===== config.mk =====
export PLATFORM = sky130hd
export DESIGN_NAME = hilo_div_sequencer
export DESIGN_NICKNAME = d
export VERILOG_FILES = /design/src/rtl/hilo_div_sequencer.sv
export SDC_FILE = /design/constraint.sdc
export NUM_CORES = 1
export LEC_CHECK = 0
export CELL_PAD_IN_SITES_DETAIL_PLACEMENT = 1
export CELL_PAD_IN_SITES_GLOBAL_PLACEMENT = 1
export CORE_UTILIZATION = 45
export CTS_BUF_LIST = sky130_fd_sc_hd__clkbuf_4 sky130_fd_sc_hd__clkbuf_8 sky130_fd_sc_hd__clkbuf_16
export DETAILED_ROUTE_END_ITERATION = 12
export GPL_ROUTABILITY_DRIVEN = 1
export GPL_TIMING_DRIVEN = 0
export PLACE_DENSITY_LB_ADDON = 0.1
export REMOVE_ABC_BUFFERS = 1
export SLEW_MARGIN = 30
export SYNTH_ARGS = -nofsm -noshare
export SYNTH_HDL_FRONTEND = slang
export SYNTH_SLANG_ARGS = --single-unit

===== constraint.sdc =====
create_clock -name clk -period 4.7 [get_ports clk]
set_clock_uncertainty 0.15 [all_clocks]
set_input_delay 0.705 -clock clk [delete_from_list [all_inputs] [get_ports clk]]
set_output_delay 0.705 -clock clk [all_outputs]
set_load 0.01 [all_outputs]

===== src/rtl/hilo_div_sequencer.sv =====
// DIV/DIVU sequencer writing {HI,LO}; 35-cycle latency from start to whilo_we (2 for a zero divisor with HILO_DIV_ZERO_FAST_EN).
// Backpressure: stall holds the issue stage from the accept cycle until the DONE write; starts while busy are dropped.
// Optional macro: HILO_DIV_ZERO_FAST_EN short-circuits a zero divisor from PREP straight to DONE.
module hilo_div_sequencer #(
  parameter int DATA_W = 32,
  parameter int CNT_W  = 5
) (
  input  logic                clk,
  input  logic                resetn,
  input  logic                start,
  input  logic                is_signed,
  input  logic [DATA_W-1:0]   dividend,
  input  logic [DATA_W-1:0]   divisor,
  input  logic                flush,
  output logic                busy,
  output logic                stall,
  output logic                whilo_we,
  output logic [2*DATA_W-1:0] whilo_data
);

  typedef enum logic [2:0] {IDLE, PREP, RUN, FIX, DONE} state_t;

  state_t              state, state_nxt;
  logic [CNT_W-1:0]    cnt;
  logic [DATA_W-1:0]   a_reg, b_reg, b_mag, quo, rem;
  logic                sgn_reg, qneg, rneg;
  logic [DATA_W:0]     rem_shift, rem_diff;
  logic                quo_bit, accept, b_zero;

  assign accept = (state == IDLE) && start && !flush;
  assign b_zero = (b_reg == '0);

  // 33-bit trial subtract: a clear borrow bit means the shifted remainder covers the divisor.
  assign rem_shift = {rem, quo[DATA_W-1]};
  assign rem_diff  = rem_shift - {1'b0, b_mag};
  assign quo_bit   = ~rem_diff[DATA_W];

  always_ff @(posedge clk or negedge resetn) begin
    if (!resetn) state <= IDLE;
    else         state <= state_nxt;
  end

  always_comb begin
    state_nxt = state;
    busy      = (state != IDLE);
    stall     = ((state != IDLE) && (state != DONE)) || accept;
    whilo_we  = (state == DONE);
    case (state)
      IDLE: if (accept) state_nxt = PREP;
      PREP: begin
`ifdef HILO_DIV_ZERO_FAST_EN
        if (b_zero) state_nxt = DONE;
        else        state_nxt = RUN;
`else
        state_nxt = RUN;
`endif
      end
      RUN:  if (cnt == '1) state_nxt = FIX;
      FIX:  state_nxt = DONE;
      DONE: state_nxt = IDLE;
      default: state_nxt = IDLE;
    endcase
    if (flush) state_nxt = IDLE;
  end

  always_ff @(posedge clk or negedge resetn) begin
    if (!resetn) begin
      cnt        <= '0;
      a_reg      <= '0;
      b_reg      <= '0;
      b_mag      <= '0;
      quo        <= '0;
      rem        <= '0;
      sgn_reg    <= 1'b0;
      qneg       <= 1'b0;
      rneg       <= 1'b0;
      whilo_data <= '0;
    end else begin
      case (state)
        IDLE: begin
          if (accept) begin
            a_reg   <= dividend;
            b_reg   <= divisor;
            sgn_reg <= is_signed;
          end
        end
        PREP: begin
          b_mag <= (sgn_reg && b_reg[DATA_W-1]) ? -b_reg : b_reg;
          quo   <= (sgn_reg && a_reg[DATA_W-1]) ? -a_reg : a_reg;
          rem   <= '0;
          cnt   <= '0;
          qneg  <= sgn_reg && (a_reg[DATA_W-1] ^ b_reg[DATA_W-1]);
          rneg  <= sgn_reg && a_reg[DATA_W-1];
`ifdef HILO_DIV_ZERO_FAST_EN
          if (b_zero && !flush) whilo_data <= {a_reg, {DATA_W{1'b1}}};
`endif
        end
        RUN: begin
          rem <= quo_bit ? rem_diff[DATA_W-1:0] : rem_shift[DATA_W-1:0];
          quo <= {quo[DATA_W-2:0], quo_bit};
          cnt <= cnt + 1'b1;
        end
        FIX: begin
          // Result lands here so a flush in FIX leaves the previous {HI,LO} intact.
          if (!flush) begin
            if (b_zero) whilo_data <= {a_reg, {DATA_W{1'b1}}};
            else        whilo_data <= {(rneg ? -rem : rem), (qneg ? -quo : quo)};
          end
        end
        default: ;
      endcase
    end
  end

endmodule

==> impl_results.md <==
- Status: completed
- Fin util: about 55%
- Slew Viols, Final: 0
- CP Max Fanout: 18
- Die Y: ~180 um
- Post-Syn Instances: around 1.5k
- Skew-Pair Late Insertion Delay: 0.54 ns
- Achievable frequency: around 230 MHz
- Largest net degree at the start of global routing: between 80 and 90
- Area leader, netlist: dfrtp_1
- Overall power: around 11 mW
- Cell Area, Placed: 15,500 um2
- Final setup fails: 0
- Antenna violations before repair: 1
- Minimum clock period: between 4 and 5 ns
- Fin area: roughly 16,000 um2
- Clock sinks: 235
- Adder-Cell Fraction of Synth Area: 3.65%
- PwrDens: ~650 nW/um2
- Number of global-route vias before repair: about 12k
- Mean post-synth cell area: just over 9 um2
- CTS buffer count: 27
- Initial DRC Count: around 550
- Vias/cell: 5.57
- Row cnt: 63
- First-pass GRT wire length: 60,100 um
- Worst Tran Pin Value: approximately 0.87 ns
- CTS tree: built
- Router iterations before antenna repair: 5
- Gpl congestion: approximately 0.83
- Multi-input gate area: a little over 7000 um2
- Detailed placement HPWL: ~27,000 um
- Grt total ovfl: 0
- Max clock buf depth: 3
- Most frequent cells after synthesis: 235 x dfrtp_1, 188 x nand2_1, 158 x o21ai_0
- ANT cells: 0
- CP Data Arrival Time: ~4.7 ns
- Post-synth cell types: 67
- Unrepaired setup endpoints after global routing: false
- Remaining DRCs: 0
- Synth Area in XOR/XNOR: 9.41%
- Hold Crit Class: primary input to asynchronous set/reset pin
- Die X: between 150 and 200 um
- Req. time, crit path: between 4 and 5 ns
- Cells taking the most area after synthesis: dfrtp_1 43%, xor2_1 5.9%, o21ai_0 5.8%
- Seq/Total Area, Yosys: between 40% and 50%
- EDFF count, synth: 0
- Register bit count reported by yosys: 235
- Mapped Area: between 10,000 and 15,000 um2
- Multiplexer share of the synthesized area: 7.68%
- Synth warnings: 0
- Reg area: around 6000 um2
- Final ANT Viol Nets: 0
- NumNets Final: about 1.7k
- Syn-to-layout area delta: 20.4%
- Starting Density: 45.9%
- I/O pins: 136
- H-tree depth: 1
- Yosys top cell area share: 43.3%
- Top_reg_cell synth: dfrtp_1
- Most common cell in the netlist: dfrtp_1
- Largest Register: whilo_data
- Synth Area in Compound Gates: 18.9%
- Die Area: approximately 31,000 um2
- Drt wl/cell: 18.1 um
- Endpoints failing hold: 0
- Number of flip-flops under the largest register name: 64
- Fraction of registers with async set/reset: 100%
- Leakage: 7.07 nW
- Main combinational cell family by area after synthesis: compound AO/OA/AOI/OAI gates
- Max_slew headroom: between 40% and 50%
- Setup TNS: 0 ns
- Layout cell share with drive strength beyond 1: roughly 9.7%
- WL final: around 36,000 um
- Max Cap Viol: 0
- Fin crit share: between 90% and 100%
- GRT Overall Usage: 24.0%
- Nature of the critical path startpoint: register
- Core ar.: slightly below 30,000 um2
- VDD IR max: 0.353 mV
- Critical path class: register to register
- Fill count: around 3.3k
- Root buffer cell: clkbuf_16
- Vias: 11.0k
- CTS clk-pin slew, worst paths: around 0.06 ns
- Post-Synth Simple-Gate Area: around an eighth
- Worst Setup End Kind: register
- Buffers on Ports: 135
[final timing paths]
path | depth (start not counted) | to | slack, ns | startpoint
worst max-delay path | 14 | rem[31] | 0.33 | quo[31]
min in group clk | 2 | b_mag[26] | 0.33 | b_mag[26]
worst max register to register | 14 | rem[31] | 0.33 | quo[31]
max in group asynchronous | 2 | rneg | 3.52 | resetn
worst min register to register | 2 | b_mag[26] | 0.33 | b_mag[26]
worst min-delay path | 1 | whilo_data[4] | 0.008 | resetn
[critical path, cell delays in order, from the launching register on]
cell and delay [ns]:
dfrtp_1 0.39, inv_1 0.18, ha_1 0.27, fa_1 0.38, nand2b_1 0.20, a21oi_1 0.29, o41ai_2 0.16, a211oi_1 0.51
o31ai_1 0.24, o21ai_1 0.35, xor2_4 0.26, buf_16 0.20, buf_16 0.17, nand2_1 0.24, o21ai_0 0.26
[logic make-up after synthesis]
family,count (synthesis)
fa+ha+maj,39
compound gates,427
mux,96
flops,235
simple gates,394
buf+inv,131
xor+xnor,146
[cell type report]
type	count	area share (%)
multi-input combinational	1102	44.4
timing repair buffer	152	10.1
sequential	235	36.0
clock inverter	8	0.574
inverter	50	1.16
tap	390	2.98
clock buffer	39	4.87
[metrics by stage]
| stage | cells | hold WS, ns | setup slack (ns) |
|---|---|---|---|
| after floorplan | 1387 | 0.259 | -0.204 |
| after global placement | 1912 | 0.313 | -7.35 |
| after detailed placement | 1929 | 0.322 | 0.0155 |
| after CTS | 1976 | 0.0181 | 0.00347 |
| after global routing | 1976 | 0.0471 | 0.0513 |
| final | 1976 | 0.00818 | 0.326 |
[metal layers]
metal / part of all wire [%] / vias to the layer above / track usage, % / wire length (um)
li1: - / 5403 / - / -
met3: 3.5 / 43 / 2.60 / 1240
met1: 46 / 5377 / 31.2 / 16300
met5: 0 / - / 0 / 0
met2: 49 / 184 / 42.1 / 17500
met4: 2.2 / 0 / 6.81 / 806
[placed cells by master, fill, tap and decap left out, types with 17 or more instances in the layout]
master and count:
mux2i_1 30, nand2_1 187, o31ai_1 21, o21ai_0 158, inv_1 49, xnor2_1 55
nor2_1 89, clkdlybuf4s50_1 134, mux2_2 66, a31oi_1 40, dfrtp_1 233, clkbuf_16 27
ha_1 38, o21ai_1 38, a22oi_1 32, a21oi_1 69, xor2_1 90, o41ai_1 17
[where the power goes]
group / switching (mW) / leakage, nW / internal [mW]
Sequential: 0.843 / 2.97 / 2.71
Clock: 0.814 / 0.453 / 1.28
Combinational: 2.64 / 3.64 / 2.42
[what timing repair did]
action	4_1_cts	5_1_grt
resized for setup	0	1
setup buffers	0	0
hold buffers	0	0
endpoints found under the setup margin	0	21
hold endpoints to repair	0	0
(Power assumes the default switching activity.)
